File: src/rtl/psum_accumulator_pkg.sv
// Shared types and constants for the partial-sum accumulator and its
// adder_tree neighbour.
package psum_accumulator_pkg;

  typedef enum logic [1:0] {
    IDLE  = 2'd0,
    ACCUM = 2'd1,
    FLUSH = 2'd2,
    DONE  = 2'd3
  } state_e;

  localparam int DEFAULT_TREE_LATENCY = 7;
  localparam int DEFAULT_ACC_WIDTH    = 32;

  // Saturation limits for a w-bit signed accumulator, truncated by the caller.
  function automatic logic [63:0] sat_max(input int w);
    return (64'd1 << (w - 1)) - 64'd1;
  endfunction

  function automatic logic [63:0] sat_min(input int w);
    return ~sat_max(w);
  endfunction

endpackage

File: src/rtl/psum_accumulator_if.sv
// Data-path bundle: tree-side issue strobe and sum, plus the result stream
// handshake.
interface psum_accumulator_if #(
  parameter int DATA_WIDTH = 16,
  parameter int ACC_WIDTH  = 32
);
  logic                  issue_valid;
  logic [DATA_WIDTH-1:0] tree_sum;
  logic                  out_valid;
  logic [ACC_WIDTH-1:0]  out_data;
  logic                  out_ready;

  modport master (
    output issue_valid, tree_sum, out_ready,
    input  out_valid, out_data
  );

  modport slave (
    input  issue_valid, tree_sum, out_ready,
    output out_valid, out_data
  );
endinterface

File: src/rtl/psum_fifo.sv
// Small synchronous FIFO with a combinational head; a push into a full FIFO
// is taken only when a pop frees a slot in the same cycle.
module psum_fifo #(
  parameter int WIDTH = 32,
  parameter int DEPTH = 4
) (
  input  logic             clk,
  input  logic             rst_n,
  input  logic             push,
  input  logic [WIDTH-1:0] push_data,
  input  logic             pop,
  output logic [WIDTH-1:0] pop_data,
  output logic             full,
  output logic             empty
);
  localparam int AW = $clog2(DEPTH);

  logic [WIDTH-1:0] mem [DEPTH];
  logic [AW-1:0]    wr_ptr_reg;
  logic [AW-1:0]    rd_ptr_reg;
  logic [AW:0]      count_reg;
  logic             do_push;
  logic             do_pop;

  assign full     = (count_reg == (AW + 1)'(DEPTH));
  assign empty    = (count_reg == '0);
  assign do_pop   = pop && !empty;
  assign do_push  = push && (!full || do_pop);
  assign pop_data = mem[rd_ptr_reg];

  always_ff @(posedge clk or negedge rst_n) begin
    if (!rst_n) begin
      wr_ptr_reg <= '0;
      rd_ptr_reg <= '0;
      count_reg  <= '0;
      for (int i = 0; i < DEPTH; i++) mem[i] <= '0;
    end else begin
      if (do_push) begin
        mem[wr_ptr_reg] <= push_data;
        wr_ptr_reg      <= wr_ptr_reg + AW'(1);
      end
      if (do_pop) rd_ptr_reg <= rd_ptr_reg + AW'(1);
      case ({do_push, do_pop})
        2'b10:   count_reg <= count_reg + (AW + 1)'(1);
        2'b01:   count_reg <= count_reg - (AW + 1)'(1);
        default: count_reg <= count_reg;
      endcase
    end
  end

endmodule

File: src/rtl/psum_accumulator.sv
// Aligns issue strobes to the adder_tree latency, accumulates num_tiles tree
// sums per element with signed saturation, and buffers finished elements.
module psum_accumulator
  import psum_accumulator_pkg::*;
#(
  parameter int DATA_WIDTH    = 16,
  parameter int ACC_WIDTH     = DEFAULT_ACC_WIDTH,
  parameter int TREE_LATENCY  = DEFAULT_TREE_LATENCY,
  parameter int CNT_WIDTH     = 8,
  parameter int OUT_CNT_WIDTH = 16,
  parameter int FIFO_DEPTH    = 4
) (
  input  logic                     clk,
  input  logic                     rst_n,
  input  logic                     start,
  input  logic [CNT_WIDTH-1:0]     num_tiles,
  input  logic [OUT_CNT_WIDTH-1:0] num_outputs,
  psum_accumulator_if.slave        bus,
  output logic                     busy,
  output logic                     done,
  output logic                     sat_flag,
  output logic                     drop_flag
);
  localparam logic [ACC_WIDTH-1:0] ACC_MAX = ACC_WIDTH'(sat_max(ACC_WIDTH));
  localparam logic [ACC_WIDTH-1:0] ACC_MIN = ACC_WIDTH'(sat_min(ACC_WIDTH));

  state_e                   state_reg, state_next;
  logic                     valid_sr [TREE_LATENCY];
  logic [CNT_WIDTH-1:0]     tiles_reg;
  logic [OUT_CNT_WIDTH-1:0] outputs_reg;
  logic [CNT_WIDTH-1:0]     tile_cnt_reg;
  logic [OUT_CNT_WIDTH-1:0] out_cnt_reg;
  logic [ACC_WIDTH-1:0]     acc_reg;
  logic                     sat_flag_reg;
  logic                     drop_flag_reg;

  logic                     sum_valid;
  logic [ACC_WIDTH-1:0]     ext;
  logic [ACC_WIDTH:0]       sum_wide;
  logic                     ovf;
  logic [ACC_WIDTH-1:0]     sat_sum;
  logic                     first_tile;
  logic                     last_tile;
  logic [ACC_WIDTH-1:0]     acc_next;
  logic                     accum_fire;
  logic                     push;
  logic                     push_lost;
  logic                     stray_valid;
  logic                     start_ok;
  logic                     job_last;
  logic [OUT_CNT_WIDTH-1:0] out_cnt_inc;
  logic                     fifo_full;
  logic                     fifo_empty;
  logic [ACC_WIDTH-1:0]     head_data;

  // Issue strobe delayed to line up with the matching tree_sum.
  for (genvar gi = 0; gi < TREE_LATENCY; gi++) begin : g_valid_sr
    if (gi == 0) begin : g_head
      always_ff @(posedge clk or negedge rst_n) begin
        if (!rst_n) valid_sr[gi] <= 1'b0;
        else        valid_sr[gi] <= bus.issue_valid;
      end
    end else begin : g_tail
      always_ff @(posedge clk or negedge rst_n) begin
        if (!rst_n) valid_sr[gi] <= 1'b0;
        else        valid_sr[gi] <= valid_sr[gi-1];
      end
    end
  end

  assign sum_valid   = valid_sr[TREE_LATENCY-1];
  assign ext         = {{(ACC_WIDTH-DATA_WIDTH){bus.tree_sum[DATA_WIDTH-1]}}, bus.tree_sum};
  assign sum_wide    = {acc_reg[ACC_WIDTH-1], acc_reg} + {ext[ACC_WIDTH-1], ext};
  assign ovf         = sum_wide[ACC_WIDTH] != sum_wide[ACC_WIDTH-1];
  assign sat_sum     = ovf ? (sum_wide[ACC_WIDTH] ? ACC_MIN : ACC_MAX) : sum_wide[ACC_WIDTH-1:0];
  assign first_tile  = (tile_cnt_reg == '0);
  assign last_tile   = (tile_cnt_reg == tiles_reg - CNT_WIDTH'(1));
  assign acc_next    = first_tile ? ext : sat_sum;
  assign accum_fire  = (state_reg == ACCUM) && sum_valid;
  assign push        = accum_fire && last_tile;
  // A full FIFO always presents out_valid, so out_ready alone decides the pop.
  assign push_lost   = push && fifo_full && !bus.out_ready;
  assign stray_valid = sum_valid && (state_reg != ACCUM);
  assign start_ok    = (state_reg == IDLE) && start;
  assign out_cnt_inc = out_cnt_reg + OUT_CNT_WIDTH'(1);
  assign job_last    = push && (out_cnt_inc == outputs_reg);

  always_ff @(posedge clk or negedge rst_n) begin
    if (!rst_n) state_reg <= IDLE;
    else        state_reg <= state_next;
  end

  always_comb begin
    state_next = state_reg;
    case (state_reg)
      IDLE:    if (start) state_next = (num_outputs == '0) ? DONE : ACCUM;
      ACCUM:   if (job_last) state_next = FLUSH;
      FLUSH:   if (fifo_empty) state_next = DONE;
      DONE:    state_next = IDLE;
      default: state_next = IDLE;
    endcase
  end

  always_comb begin
    busy = (state_reg == ACCUM) || (state_reg == FLUSH);
    done = (state_reg == DONE);
  end

  always_ff @(posedge clk or negedge rst_n) begin
    if (!rst_n) begin
      tiles_reg     <= CNT_WIDTH'(1);
      outputs_reg   <= '0;
      tile_cnt_reg  <= '0;
      out_cnt_reg   <= '0;
      acc_reg       <= '0;
      sat_flag_reg  <= 1'b0;
      drop_flag_reg <= 1'b0;
    end else begin
      if (start_ok) begin
        tiles_reg    <= (num_tiles == '0) ? CNT_WIDTH'(1) : num_tiles;
        outputs_reg  <= num_outputs;
        tile_cnt_reg <= '0;
        out_cnt_reg  <= '0;
      end else if (accum_fire) begin
        acc_reg <= acc_next;
        if (last_tile) begin
          tile_cnt_reg <= '0;
          out_cnt_reg  <= out_cnt_inc;
        end else begin
          tile_cnt_reg <= tile_cnt_reg + CNT_WIDTH'(1);
        end
      end
      sat_flag_reg  <= (sat_flag_reg && !start_ok) || (accum_fire && !first_tile && ovf);
      drop_flag_reg <= (drop_flag_reg && !start_ok) || stray_valid || push_lost;
    end
  end

  assign sat_flag  = sat_flag_reg;
  assign drop_flag = drop_flag_reg;

  psum_fifo #(
    .WIDTH (ACC_WIDTH),
    .DEPTH (FIFO_DEPTH)
  ) u_fifo (
    .clk       (clk),
    .rst_n     (rst_n),
    .push      (push),
    .push_data (acc_next),
    .pop       (bus.out_ready),
    .pop_data  (head_data),
    .full      (fifo_full),
    .empty     (fifo_empty)
  );

  assign bus.out_valid = !fifo_empty;
  assign bus.out_data  = head_data;

endmodule

File: src/flat_wrapper.sv
// flat-port wrapper written by rule: the top's interface ports become plain ports
module psum_accumulator_flat import psum_accumulator_pkg::*;
#(
  parameter int DATA_WIDTH    = 16,
  parameter int ACC_WIDTH     = DEFAULT_ACC_WIDTH,
  parameter int TREE_LATENCY  = DEFAULT_TREE_LATENCY,
  parameter int CNT_WIDTH     = 8,
  parameter int OUT_CNT_WIDTH = 16,
  parameter int FIFO_DEPTH    = 4
)
  (clk, rst_n, start, num_tiles, num_outputs, busy, done, sat_flag, drop_flag, bus_issue_valid, bus_tree_sum, bus_out_ready, bus_out_valid, bus_out_data);
  psum_accumulator_if #(.DATA_WIDTH(DATA_WIDTH), .ACC_WIDTH(ACC_WIDTH)) bus_i ();
  input  logic clk;
  input  logic rst_n;
  input  logic start;
  input  logic [CNT_WIDTH-1:0] num_tiles;
  input  logic [OUT_CNT_WIDTH-1:0] num_outputs;
  output logic busy;
  output logic done;
  output logic sat_flag;
  output logic drop_flag;
  input wire logic [$bits(bus_i.issue_valid)-1:0] bus_issue_valid;
  input wire logic [$bits(bus_i.tree_sum)-1:0] bus_tree_sum;
  input wire logic [$bits(bus_i.out_ready)-1:0] bus_out_ready;
  output wire logic [$bits(bus_i.out_valid)-1:0] bus_out_valid;
  output wire logic [$bits(bus_i.out_data)-1:0] bus_out_data;
  assign bus_i.issue_valid = bus_issue_valid;
  assign bus_i.tree_sum = bus_tree_sum;
  assign bus_i.out_ready = bus_out_ready;
  assign bus_out_valid = bus_i.out_valid;
  assign bus_out_data = bus_i.out_data;
  psum_accumulator #(.DATA_WIDTH(DATA_WIDTH), .ACC_WIDTH(ACC_WIDTH), .TREE_LATENCY(TREE_LATENCY), .CNT_WIDTH(CNT_WIDTH), .OUT_CNT_WIDTH(OUT_CNT_WIDTH), .FIFO_DEPTH(FIFO_DEPTH)) u_core (.clk(clk), .rst_n(rst_n), .start(start), .num_tiles(num_tiles), .num_outputs(num_outputs), .bus(bus_i), .busy(busy), .done(done), .sat_flag(sat_flag), .drop_flag(drop_flag));
endmodule
File: config.mk
export PLATFORM = sky130hd
export DESIGN_NAME = psum_accumulator_flat
export DESIGN_NICKNAME = d
export VERILOG_FILES = /design/src/rtl/psum_accumulator_pkg.sv /design/src/rtl/psum_accumulator_if.sv /design/src/rtl/psum_fifo.sv /design/src/rtl/psum_accumulator.sv /design/src/flat_wrapper.sv
export SDC_FILE = /design/constraint.sdc
export NUM_CORES = 1
export LEC_CHECK = 0
export CORE_MARGIN = 2
export CORE_UTILIZATION = 55
export CTS_CLUSTER_SIZE = 14
export DETAILED_ROUTE_END_ITERATION = 6
export PLACE_DENSITY = 0.78
export SKIP_LAST_GASP = 1
export SYNTH_ARGS = -nofsm -noshare
export SYNTH_HDL_FRONTEND = slang
export SYNTH_SLANG_ARGS = --single-unit
File: constraint.sdc
create_clock -name clk -period 3.2 [get_ports clk]
set_input_delay 0.32 -clock clk [delete_from_list [all_inputs] [get_ports clk]]
set_output_delay 0.32 -clock clk [all_outputs]
set_load 0.01 [all_outputs]
* After elaboration in Yosys (flattened, before gate mapping)
Cells that the tools add are included.
** Cells by class
- Bitwise operators :: 3
- Add/subtract/negate cells :: 8
- Equality and inequality tests :: 13
- Shifts and indexed selects :: 0
- Divide/modulo/power cells :: 0
- Reductions and logical operators :: 35
- $mul :: 0
- Muxes and demuxes :: 22
- $lt $le $gt $ge :: 3
** Operators by type and width (count)
- $mux 32 :: 6
- $bwmux 128 :: 1
- $bmux 32 s2 :: 1
- $demux 32 s2 :: 1
- $mux 16 :: 3
- $add 32x16->33 :: 1
- $mux 8 :: 4
- $add 16x1->16 const B :: 1
- $eq 16x16->1 :: 1
- $logic_not 16->1 :: 1
- $logic_not 8->1 :: 2
- $logic_and 1x1->1 :: 14
- $add 8x1->8 const B :: 1
- $eq 8x8->1 :: 1
- $mux 2 :: 4
- $pmux 2 s4 :: 1
- $sub 8x1->8 const B :: 1
- $eq 2x2->1 const B :: 3
- $ge 3x3->1 const B :: 2
- $ne 2x1->1 const B :: 3
- $not 2->3 :: 2
- $pmux 3 s2 :: 1
- $reduce_bool 2->1 :: 3
- $logic_not 1->1 :: 5
- 14 further kinds :: 21
** Storage, ports and cells
- Latch bits :: 0
- Word-level logic and storage cells :: 106
- Bits in read-only memories :: 0
- Bits in writable memories :: 0
- Flip-flop bits (word level) :: 226
- Memories kept :: 0
- Output and inout bits :: 37

* Longest topological paths before layout
Gate-level depths: netlist of run 1.
- Depth in word-level cells :: 7
- Mapped depth :: 14
- Depth with buffers taken out :: 12

* Modules after synthesis
Synthesis of run 1 repeated with hierarchy kept, for this count alone.
** Unflattened totals
- Cell total of the unflattened synthesis :: 1163
- Area, all modules :: 12792.3 sq um
** Modules (own cells, without submodules)
- psum_accumulator :: area an instance 6819.0 sq um, cells each 814, seq. area each 2278.4 sq um, times used 1
- psum_fifo :: area an instance 5973.2 sq um, cells each 349, seq. area each 3378.2 sq um, times used 1

* Worst setup path after synthesis of run 1
OpenSTA, ideal clock, no wires.
- Kind :: reg-to-reg
- From :: register u_core.tiles_reg[0]
- To :: register u_core.u_fifo.count_reg[2]
- Setup slack :: 0.247 ns
- Data required time :: 3.077 ns
- Path buffers :: 1
- Arrival time :: 2.830 ns
- Stages on the path, launching flop included :: 13
- Clock period less this slack :: 2.953 ns
- Path through :: dfstp_2 -> inv_1 -> ha_1 -> and3_1 -> a211oi_1 -> o22ai_2 -> nand3_2 -> buf_1 -> nand2_1 -> fa_1 -> nor4_1 -> a31oi_1 -> xnor2_1
** On the way
- Longest elaborated chain between the ends :: 6
** RTL lines
- from (decl) :: RTL line psum_accumulator.sv:29 : logic [CNT_WIDTH-1:0] tiles_reg;
- from (signal assigned) :: RTL line psum_accumulator.sv:120 : tiles_reg <= (num_tiles == '0) ? CNT_WIDTH'(1) : num_tiles;
- $sub 8x1->8 * :: RTL line psum_accumulator.sv:77 : assign last_tile = (tile_cnt_reg == tiles_reg - CNT_WIDTH'(1));
- $eq 8x8->1 * :: RTL line psum_accumulator.sv:77
- $logic_and 1x1->1 * :: RTL line psum_accumulator.sv:80 : assign push = accum_fire && last_tile;
- $logic_and 1x1->1 * :: RTL line psum_fifo.sv:28 : assign do_push = push && (!full || do_pop);
- $eq 2x1->1 or $eq 2x2->1 (tied branches) :: RTL line psum_fifo.sv:43 : case ({do_push, do_pop})
- $pmux 3 s2 or $reduce_bool 2->1 (tied branches)
- to (signal assigned) :: RTL line psum_fifo.sv:44 : 2'b10: count_reg <= count_reg + (AW + 1)'(1);
- to (signal assigned) :: RTL line psum_fifo.sv:45 : 2'b01: count_reg <= count_reg - (AW + 1)'(1);
- to (signal assigned) :: RTL line psum_fifo.sv:46 : default: count_reg <= count_reg;
- to (decl) :: RTL line psum_fifo.sv:21 : logic [AW:0] count_reg;
Every way passes the cells marked *; elsewhere a longest branch is shown, timed or not.
A chain may end at the register's enable or synchronous reset.

* Worst setup path in the final report of run 1
- From :: register u_core.acc_reg[9]
- To :: register u_core.u_fifo.mem[70] (netlist bit)
** On the way
- Longest elaborated chain between the ends :: 5
** RTL lines
- from (decl) :: RTL line psum_accumulator.sv:33 : logic [ACC_WIDTH-1:0] acc_reg;
- from (signal assigned) :: RTL line psum_accumulator.sv:125 : acc_reg <= acc_next;
- $add 32x16->33 * :: RTL line psum_accumulator.sv:73 : assign sum_wide = {acc_reg[ACC_WIDTH-1], acc_reg} + {ext[ACC_WIDTH-1], ext};
- $mux 32 or $ne 1x1->1 (tied branches) :: RTL line psum_accumulator.sv:75, psum_accumulator.sv:74
- $mux 32 * :: RTL line psum_accumulator.sv:75 : assign sat_sum = ovf ? (sum_wide[ACC_WIDTH] ? ACC_MIN : ACC_MAX) : sum_wide[ACC_WIDTH-1:0];
- $mux 32 * :: RTL line psum_accumulator.sv:78 : assign acc_next = first_tile ? ext : sat_sum;
- $bwmux 128 * :: RTL line psum_fifo.sv:39 : mem[wr_ptr_reg] <= push_data;
- to (signal, indexed assignment) :: RTL line psum_fifo.sv:39
- to (decl) :: RTL line psum_fifo.sv:18 : logic [WIDTH-1:0] mem [DEPTH];
Marked as above.

==> qor.txt, run 1 <==
status: finished, final reports clean
CTS tree: done
worst reg2reg path endpoint: u_core.u_fifo.mem[70]$_DFFE_PN0P_
crit path DAT: 3.49 ns
# fillers: 1783
total grt overflow: 0
post-synth top area share: 41.2%
post-synthesis cell area: 13700 um2
max_cap viols: 0
CP startpoint kind: register
Final #Nets: 1748
Power Density: 1010 nW/um2
Ant. Diodes: 0
GR met1 Demand/Resource: 40.7%
worst skew pair latency: 0.54 ns
CTS clk-pin slew, worst paths: 0.06 ns
Seq cells post-synth: 226
Synth top cells by count: 226 x nand2_1, 225 x dfrtp_1, 98 x nor2_1, 68 x a21oi_1, 63 x o21ai_0
root buffer selected by CTS: clkbuf_16
starting utilization of the core area: 56.2%
DRT antenna net count: 0
distinct cell type count after synthesis: 89
first-pass GRT wire length: 65600 um
CP endpoint kind: register
peak supply drop: 0.700 mV
layout cells sized above 1: 20.8%
Peak Freq: 325 MHz
most common cell in the synthesized netlist: nand2_1
Via density: 6.28
Vias: 12500
layout overhead on the synthesized area: 25.5%
IO Port Bufs: 81
initial antenna violation count: 0
grt peak-use layer: met2
Worst Reg2Reg Path Length in Cells: 11
Iteration-0 DRC Markers: 1108
Slew headroom: 44.0%
synth top area cells: dfrtp_1 41%, nand2_1 6.2%, mux4_2 5.3%, ha_1 4.1%, nor2_1 2.7%
Final Critical Period: 3.08 ns
max reg flops: 128
crit path launch: u_core.acc_reg[9]$_DFFE_PN0P_
CP Class: reg2reg
Final Power: 17.3 mW
Die X-Extent: 162 um
CP Capture Point: u_core.u_fifo.mem[70]$_DFFE_PN0P_
largest net degree at the start of global routing: 102
required time worst endpoint: 3.61 ns
RSZ-0062 raised after global routing: true
# IOs: 82
Placer Congestion: 0.938
number of clock sinks: 226
met2 Use GR: 53.5%
max-slew violations: 0
Reg2Reg Setup Slack: 0.12 ns
Die Ht: 162 um
biggest area consumer among synthesized cells: dfrtp_1
Core Box Area: 24300 um2
Die Footprint: 26100 um2
Post-synth ARST share: 100%
YS warnings: 0
pre-CTS worst setup slack: -0.546 ns
worst hold-check path type: in2reg
gr usage total: 31.4%
static leakage power: 7.74 nW
Final WS setup: 0.121 ns
Most used DFF post-synth: dfrtp_1
number of enable flip-flop cells after synthesis: 0
WL per Instance: 20.4 um
Post-Syn Nets: 1527
Syn Inst Count: 1435
Seq/Total Area, Yosys: 41.4%
HPWL after DPL: 29400 um
# setup viols final: 0
TritonRoute pass-1 iters: 7
Max Clock Skew: 0.0301 ns
Final Hold Fails: 0
final period utilization: 96.2%
vias in the first global route: 12500
H-tree depth: 1
row cnt: 57
Slew @ Worst Pin: 0.840 ns
Clock Path Buffers: 3
DR DRC count: 0
Worst R2R Start: u_core.acc_reg[9]$_DFFE_PN0P_
cts bufs inserted: 25
DRT Wirelength: 40700 um
Mean Syn Cell Area: 9.52 um2
M3 GR Usage: 3.90%
Critical Path Fanout Max: 16
[layer usage]
layer  routed length (um)  part of all wire [%]  up-vias
met5                    0                     0        -
li1                     -                     -     5741
met3                 2760                   6.8      132
met1                16000                    39     6093
met2                19900                    49      579
met4                 1990                   4.9        0
[layout by cell type, fill, tap and decap left out, types with 30 or more instances in the layout]
cell | synthesis | final
and3_1 | 34 | 31
o21ai_1 | 56 | 55
clkdlybuf4s50_1 | 0 | 80
nand3_1 | 36 | 36
a21oi_1 | 68 | 67
dfrtp_1 | 225 | 224
nand2_1 | 226 | 226
o21ai_0 | 63 | 63
buf_4 | 5 | 195
xnor2_1 | 41 | 41
ha_1 | 45 | 45
nor2_1 | 98 | 96
xor2_1 | 30 | 30
mux4_2 | 32 | 32
[cell families (layout without fill, tap and decap cells)]
| logic type | after synthesis | after routing | synth area share [%] |
|---|---|---|---|
| AO/OA/AOI/OAI | 386 | 386 | 19.7 |
| XOR/XNOR | 71 | 71 | 4.55 |
| adder cells (fa/ha/maj) | 51 | 51 | 4.73 |
| buffers and inverters | 117 | 357 | 4.07 |
| flip-flops | 226 | 226 | 41.4 |
| multiplexers | 50 | 50 | 6.59 |
| AND/OR/NAND/NOR | 534 | 534 | 18.9 |
[layout make-up]
| type | instances | area, um2 | area share, % |
|---|---|---|---|
| inverters | 25 | 93.8 | 0.547 |
| well taps | 324 | 405 | 2.36 |
| clock inverters | 11 | 228 | 1.33 |
| clock buffers | 35 | 743 | 4.33 |
| repair buffers | 286 | 2460 | 14.4 |
| multi-input cells | 1092 | 7560 | 44.1 |
| flip-flops and latches | 226 | 5660 | 33.0 |
[stage by stage]
step           instance area (um2)  setup TNS [ns]  std cells  util [%]  hold slack [ns]
5_1_grt                      17100          -0.101       1999      70.5            0.214
6_report                     17100               0       1999      70.5            0.221
2_1_floorplan                13700               0       1435         -           0.0244
4_1_cts                      17000               0       1998      70.0            0.211
3_5_place_dp                 16000          -59.31       1951      66.0            0.336
3_3_place_gp                 16000          -51.66       1951      66.0            0.336
[worst max-delay path, cell delays in order, from the launching register on]
cell and delay [ns]:
dfrtp_1 0.44, ha_1 0.35, a21oi_1 0.23, o21ai_1 0.14, and3_1 0.26, o311ai_1 0.31
a31oi_1 0.16, buf_4 0.19, o2111a_2 0.18, buf_4 0.22, a221oi_1 0.34, o21ai_1 0.11
[worst min path at each step]
stage                                            start                             to  slack, ns  depth (start not counted)
after global placement    u_core.valid_sr[6]$_DFF_PN0_   u_core.valid_sr[5]$_DFF_PN0_       0.34                          0
after global routing                   bus_issue_valid   u_core.valid_sr[6]$_DFF_PN0_       0.21                          1
after detailed placement  u_core.valid_sr[4]$_DFF_PN0_   u_core.valid_sr[3]$_DFF_PN0_       0.34                          0
after CTS                              bus_issue_valid   u_core.valid_sr[6]$_DFF_PN0_       0.21                          1
final                                  bus_issue_valid   u_core.valid_sr[6]$_DFF_PN0_       0.22                          1
after floorplan                                  rst_n  u_core.acc_reg[0]$_DFFE_PN0P_       0.02                          0
[power by group]
part           total [mW]  leakage, nW  internal, mW  switching [mW]
Sequential           4.33         2.99          3.65           0.677
Clock                3.35        0.479          2.11            1.23
Combinational        9.60         4.28          4.29            5.31
Total                17.3         7.74          10.1            7.21
[repair_timing]
| action | in CTS | in global routing |
|---|---|---|
| hold buffers | 1 | 0 |
| gates resized for setup | 1 | 25 |
| endpoints found under the hold margin | 96 | 0 |
| pin swaps | 0 | 4 |
| setup buffers | 0 | 1 |
| setup endpoints to repair | 11 | 140 |
Power figures use the tool's default switching activity.
==> run 2: changes to the inputs <==
--- a/config.mk
+++ b/config.mk
@@ -5,6 +5,7 @@
 export SDC_FILE = /design/constraint.sdc
 export NUM_CORES = 1
 export LEC_CHECK = 0
+export CORE_ASPECT_RATIO = 0.9
 export CORE_MARGIN = 2
 export CORE_UTILIZATION = 55
 export CTS_CLUSTER_SIZE = 14
==> run 2 against run 1 <==
Clock skew shrank 0.00090 ns. Die area about the same. Clock power is 15% lower. Combinational power decreased by 0.4%. Power shrank 3.2%. Sequential cell count stayed put. Register-to-register slack got worse by 0.06 ns. Critical path depth increased by 1. Clock-buffer cell count stayed put. Non-clock buffer count is 10 lower. Global-route usage is 0.94 points lower. Critical path type unchanged. Highest routed layer unchanged.
==> qor.txt, run 2 (synthesized netlist as in run 1, its figures left out) <==
starting utilization of the core area: 56.2%
IO Port Bufs: 81
Final Non-Filler Cells: 1968
final period utilization: 98.1%
CTS clk-pin slew, worst paths: 0.06 ns
crit path DAT: 3.51 ns
Slew @ Worst Pin: 0.759 ns
first-pass GRT wire length: 63900 um
Clock Path Buffers: 3
WHS: 0.245 ns
total grt overflow: 0
CP Class: reg2reg
Placer Congestion: 0.895
GR met1 Demand/Resource: 42.5%
max_cap viols: 0
Iteration-0 DRC Markers: 1516
status: finished, final reports clean
layout cells sized above 1: 20.3%
cts bufs inserted: 23
Peak Freq: 319 MHz
CP endpoint kind: register
static leakage power: 7.61 nW
Die Footprint: 26100 um2
RSZ-0062 raised after global routing: true
Final #Nets: 1736
CP startpoint kind: register
worst reg2reg path endpoint: u_core.u_fifo.mem[89]$_DFFE_PN0P_
Power Density: 990 nW/um2
most common cell after layout, fill and taps aside: nand2_1
placed inst area: 15900 um2
Final Hold Fails: 0
CP Capture Point: u_core.u_fifo.mem[89]$_DFFE_PN0P_
root buffer selected by CTS: clkbuf_16
Critical Path Fanout Max: 13
Max Clock Skew: 0.0292 ns
TritonRoute pass-1 iters: 5
DR DRC count: 0
Via density: 6.40
Reg2Reg Setup Slack: 0.06 ns
commonest cells after routing, fill and taps aside: 226 x nand2_1, 224 x dfrtp_1, 185 x buf_4
HPWL after DPL: 28800 um
gr usage total: 30.5%
max reg flops: 128
peak supply drop: 0.496 mV
Worst R2R Start: u_core.acc_reg[9]$_DFFE_PN0P_
met2 Use GR: 50.3%
Vias: 12600
grt peak-use layer: met2
row cnt: 54
max-slew violations: 0
Slew headroom: 49.0%
Ant. Diodes: 0
Die X-Extent: 170 um
CTS tree: done
# setup viols final: 0
worst hold-check path type: in2reg
required time worst endpoint: 3.57 ns
H-tree depth: 1
DRT Wirelength: 40300 um
number of clock sinks: 226
M3 GR Usage: 4.14%
# fillers: 1826
WL per Instance: 20.5 um
DRT antenna net count: 0
crit path launch: u_core.acc_reg[9]$_DFFE_PN0P_
Post-Layout Inst Area: 16900 um2
Worst Reg2Reg Path Length in Cells: 12
worst skew pair latency: 0.52 ns
# IOs: 82
vias in the first global route: 12100
initial antenna violation count: 0
layout overhead on the synthesized area: 23.6%
Core Box Area: 24300 um2
largest net degree at the start of global routing: 71
Cells after DPL: 1916
Die Ht: 154 um
Final Critical Period: 3.14 ns
[run 2: cell count changes in the layout (fill, tap and decap cells not counted), sizes merged]
cell / delta
buf: -11
clkinvlp: +1
clkdlybuf4s50: -1
dlymetal6s2s: +1
bufinv: -3
clkbuf: +1
clkinv: -3
[run 2: worst min path at each step]
stage / slack (ns) / depth (start not counted) / start / endpoint
final: 0.25 / 1 / bus_issue_valid / u_core.valid_sr[6]$_DFF_PN0_
after global routing: 0.24 / 1 / bus_issue_valid / u_core.valid_sr[6]$_DFF_PN0_
after CTS: 0.24 / 1 / bus_issue_valid / u_core.valid_sr[6]$_DFF_PN0_
after detailed placement: 0.32 / 1 / rst_n / u_core.acc_reg[17]$_DFFE_PN0P_
after global placement: 0.32 / 1 / rst_n / u_core.acc_reg[18]$_DFFE_PN0P_
after floorplan: 0.02 / 0 / rst_n / u_core.acc_reg[0]$_DFFE_PN0P_
[run 2: what timing repair did]
action	CTS	global route
gates resized for setup	1	29
pin swaps	1	11
buffers inserted	0	9
gates cloned	0	1
setup endpoints to repair	12	151
hold buffers	1	0
endpoints found under the hold margin	66	0
[run 2: critical path, stage by stage (launching register included)]
cell      delay [ns]
dfrtp_1         0.43
ha_1            0.35
a21oi_2         0.18
o21ai_1         0.14
and3_1          0.25
o311ai_2        0.30
a31oi_2         0.16
buf_4           0.18
buf_4           0.13
a31o_2          0.24
buf_12          0.16
a211oi_4        0.34
o21ai_0         0.15
[run 2: area by class of cell]
class / count / area (um2) / area share, %
repair buffers: 276 / 2390 / 14.2
clock inverters: 6 / 111 / 0.659
well taps: 308 / 385 / 2.28
inverters: 25 / 93.8 / 0.556
clock buffers: 35 / 681 / 4.03
flip-flops and latches: 226 / 5660 / 33.5
multi-input cells: 1092 / 7560 / 44.8
[run 2: metrics by stage]
step                      power (mW)  util, %  setup slack (ns)  setup TNS [ns]
after floorplan                 9.79        -             0.247               0
after global placement          13.1     65.3            -0.438          -42.53
after detailed placement        13.4     65.3            -0.560          -61.20
after CTS                       16.3     68.6           0.00610               0
after global routing            17.6     69.4           -0.0739          -0.690
final                           16.7     69.4            0.0605               0
[run 2: metal layers]
metal / vias to the layer above / share of wire (%)
met5: - / 0
met4: 0 / 3.2
met3: 93 / 6.7
met2: 589 / 48
met1: 6193 / 42
li1: 5721 / -
[run 2: where the power goes]
group	switching, mW	internal (mW)
clock network	1.13	1.71
logic	5.34	4.22
registers	0.666	3.65
==> run 3: changes to the inputs <==
--- a/config.mk
+++ b/config.mk
@@ -6,11 +6,10 @@
 export NUM_CORES = 1
 export LEC_CHECK = 0
 export CORE_ASPECT_RATIO = 0.9
-export CORE_MARGIN = 2
-export CORE_UTILIZATION = 55
+export CORE_UTILIZATION = 61
 export CTS_CLUSTER_SIZE = 14
 export DETAILED_ROUTE_END_ITERATION = 6
-export PLACE_DENSITY = 0.78
+export PLACE_DENSITY = 0.81
 export SKIP_LAST_GASP = 1
 export SYNTH_ARGS = -nofsm -noshare
 export SYNTH_HDL_FRONTEND = slang
==> constraint.sdc (replaced) <==
create_clock -name clk -period 3.5 [get_ports clk]
set_input_delay 0.35 -clock clk [delete_from_list [all_inputs] [get_ports clk]]
set_output_delay 0.35 -clock clk [all_outputs]
set_load 0.01 [all_outputs]
==> run 3 against run 2 <==
Utilization up 4.7 points. Clock power decreased by 6%. Design area decreased by 4.2%. Non-clock buffer count is 80 lower. Worst setup slack better by 0.095 ns. Sequential power is 7.9% lower. Critical path depth is 1 higher. Global-route usage rose by 3.8 points. Sequential cell count is the same. Clock skew is 0.0068 ns higher. Largest cell class unchanged.
==> qor.txt, run 3 (synthesized netlist as in run 1, its figures left out) <==
Core Box Area: 21800 um2
gr usage total: 34.3%
Vias: 12200
layout cells sized above 1: 15.3%
required time worst endpoint: 3.95 ns
WL per Instance: 20.4 um
Die Ht: 144 um
DRT antenna net count: 0
worst skew pair latency: 0.54 ns
starting utilization of the core area: 62.6%
static leakage power: 7.22 nW
HPWL after DPL: 27600 um
CP endpoint kind: register
Die Footprint: 23000 um2
total negative slack: 0 ns
Placer Congestion: 0.955
Slew headroom: 41.0%
crit-path leading delay family: compound AO/OA/AOI/OAI gates
Worst path slowest cell: nor2_1
cts bufs inserted: 25
peak supply drop: 0.558 mV
Crit path depth: 13
CP Buf/Inv Count: 3
number of clock sinks: 226
Final Hold Fails: 0
max reg flops: 128
RSZ-0062 raised after global routing: false
Peak Freq: 299 MHz
DR DRC count: 0
Final #Nets: 1658
CP startpoint kind: primary input
row cnt: 51
CP Class: in2reg
Die X-Extent: 160 um
IO Port Bufs: 81
# IOs: 82
status: finished, final reports clean
Max Clock Skew: 0.0361 ns
DRT Wirelength: 38300 um
vias in the first global route: 11900
CP Cell Sequence: clkdlybuf4s50_1 -> ha_1 -> inv_1 -> fa_1 -> nor2b_1 -> o21ai_1 -> a211oi_2 -> o311ai_1 -> a31oi_1 -> buf_4 -> a31oi_2 -> nor2_1 -> a221o_1
CTS clk-pin slew, worst paths: 0.06 ns
Worst path max stage delay: 0.65 ns
Power Density: 910 nW/um2
Hold Crit Depth: 1
Slew @ Worst Pin: 0.878 ns
worst hold-check path type: in2reg
TritonRoute pass-1 iters: 5
total grt overflow: 0
Via density: 6.47
Setup Fix Bufs, Post-CTS: 0
CTS tree: done
crit path DAT: 3.79 ns
final period utilization: 95.6%
Final Critical Period: 3.34 ns
Final Power: 14.7 mW
commonest cells after routing, fill and taps aside: 226 x nand2_1, 224 x dfrtp_1, 108 x buf_4
root buffer selected by CTS: clkbuf_16
layout overhead on the synthesized area: 18.4%
Worst Reg2Reg Path Length in Cells: 10
max_cap viols: 0
# setup viols final: 0
H-tree depth: 1
initial antenna violation count: 0
Iteration-0 DRC Markers: 1398
max-slew violations: 0
Clock Path Buffers: 3
Critical Path Fanout Max: 11
first-pass GRT wire length: 62700 um
largest net degree at the start of global routing: 96
most common cell after layout, fill and taps aside: nand2_1
-- run 3: metrics by stage --
step	hold WS [ns]	utilization (%)	cells	area [um2]	setup WS, ns
final	0.255	74.1	1877	16200	0.156
after global placement	0.334	70.2	1829	15300	-0.134
after CTS	0.250	74.1	1876	16200	0.237
after global routing	0.275	74.1	1876	16200	0.0254
after detailed placement	0.336	70.2	1829	15300	-0.286
after floorplan	0.0544	-	1435	13700	0.547
-- run 3: cell type report --
cell class / instances / area, um2
sequential: 226 / 5660
inverter: 25 / 93.8
clock inverter: 13 / 129
antenna: 1 / 2.50
fill: 1575 / 5650
multi-input combinational: 1092 / 7450
tap: 291 / 364
clock buffer: 33 / 716
timing repair buffer: 196 / 1760
-- run 3: metal layers --
metal  vias up  GRT usage [%]  routed length, um  part of all wire [%]
met1      5883           45.5              15800                    41
met3       104           5.22               3060                   8.0
li1       5550              -                  -                     -
met4         0           16.5               1750                   4.6
met5         -              0                  0                     0
met2       616           55.8              17700                    46
-- run 3: report_power, final --
part           internal, mW  switching [mW]
sequential             3.34           0.641
combinational          3.41            4.65
clock                  1.59            1.09
total                  8.34            6.38
-- run 3: path summary, 6_finish.rpt --
kind,start,end,slack [ns]
max reg2reg,u_core.tiles_reg[0]$_DFFE_PN1P_,u_core.state_reg[1]$_DFFE_PN0P_,0.23
min,bus_issue_valid,u_core.valid_sr[6]$_DFF_PN0_,0.25
min reg2reg,u_core.valid_sr[5]$_DFF_PN0_,u_core.valid_sr[4]$_DFF_PN0_,0.35
max in group asynchronous,rst_n,u_core.tiles_reg[0]$_DFFE_PN1P_,2.13
min in group asynchronous,rst_n,u_core.acc_reg[17]$_DFFE_PN0P_,0.43
max,bus_tree_sum[0],u_core.acc_reg[24]$_DFFE_PN0P_,0.16
-- run 3: timing repair --
item                                    4_1_cts  5_1_grt
hold buffers                                  1        0
endpoints found under the setup margin        0        3
hold endpoints to repair                     91        0
resized for setup                             0        1
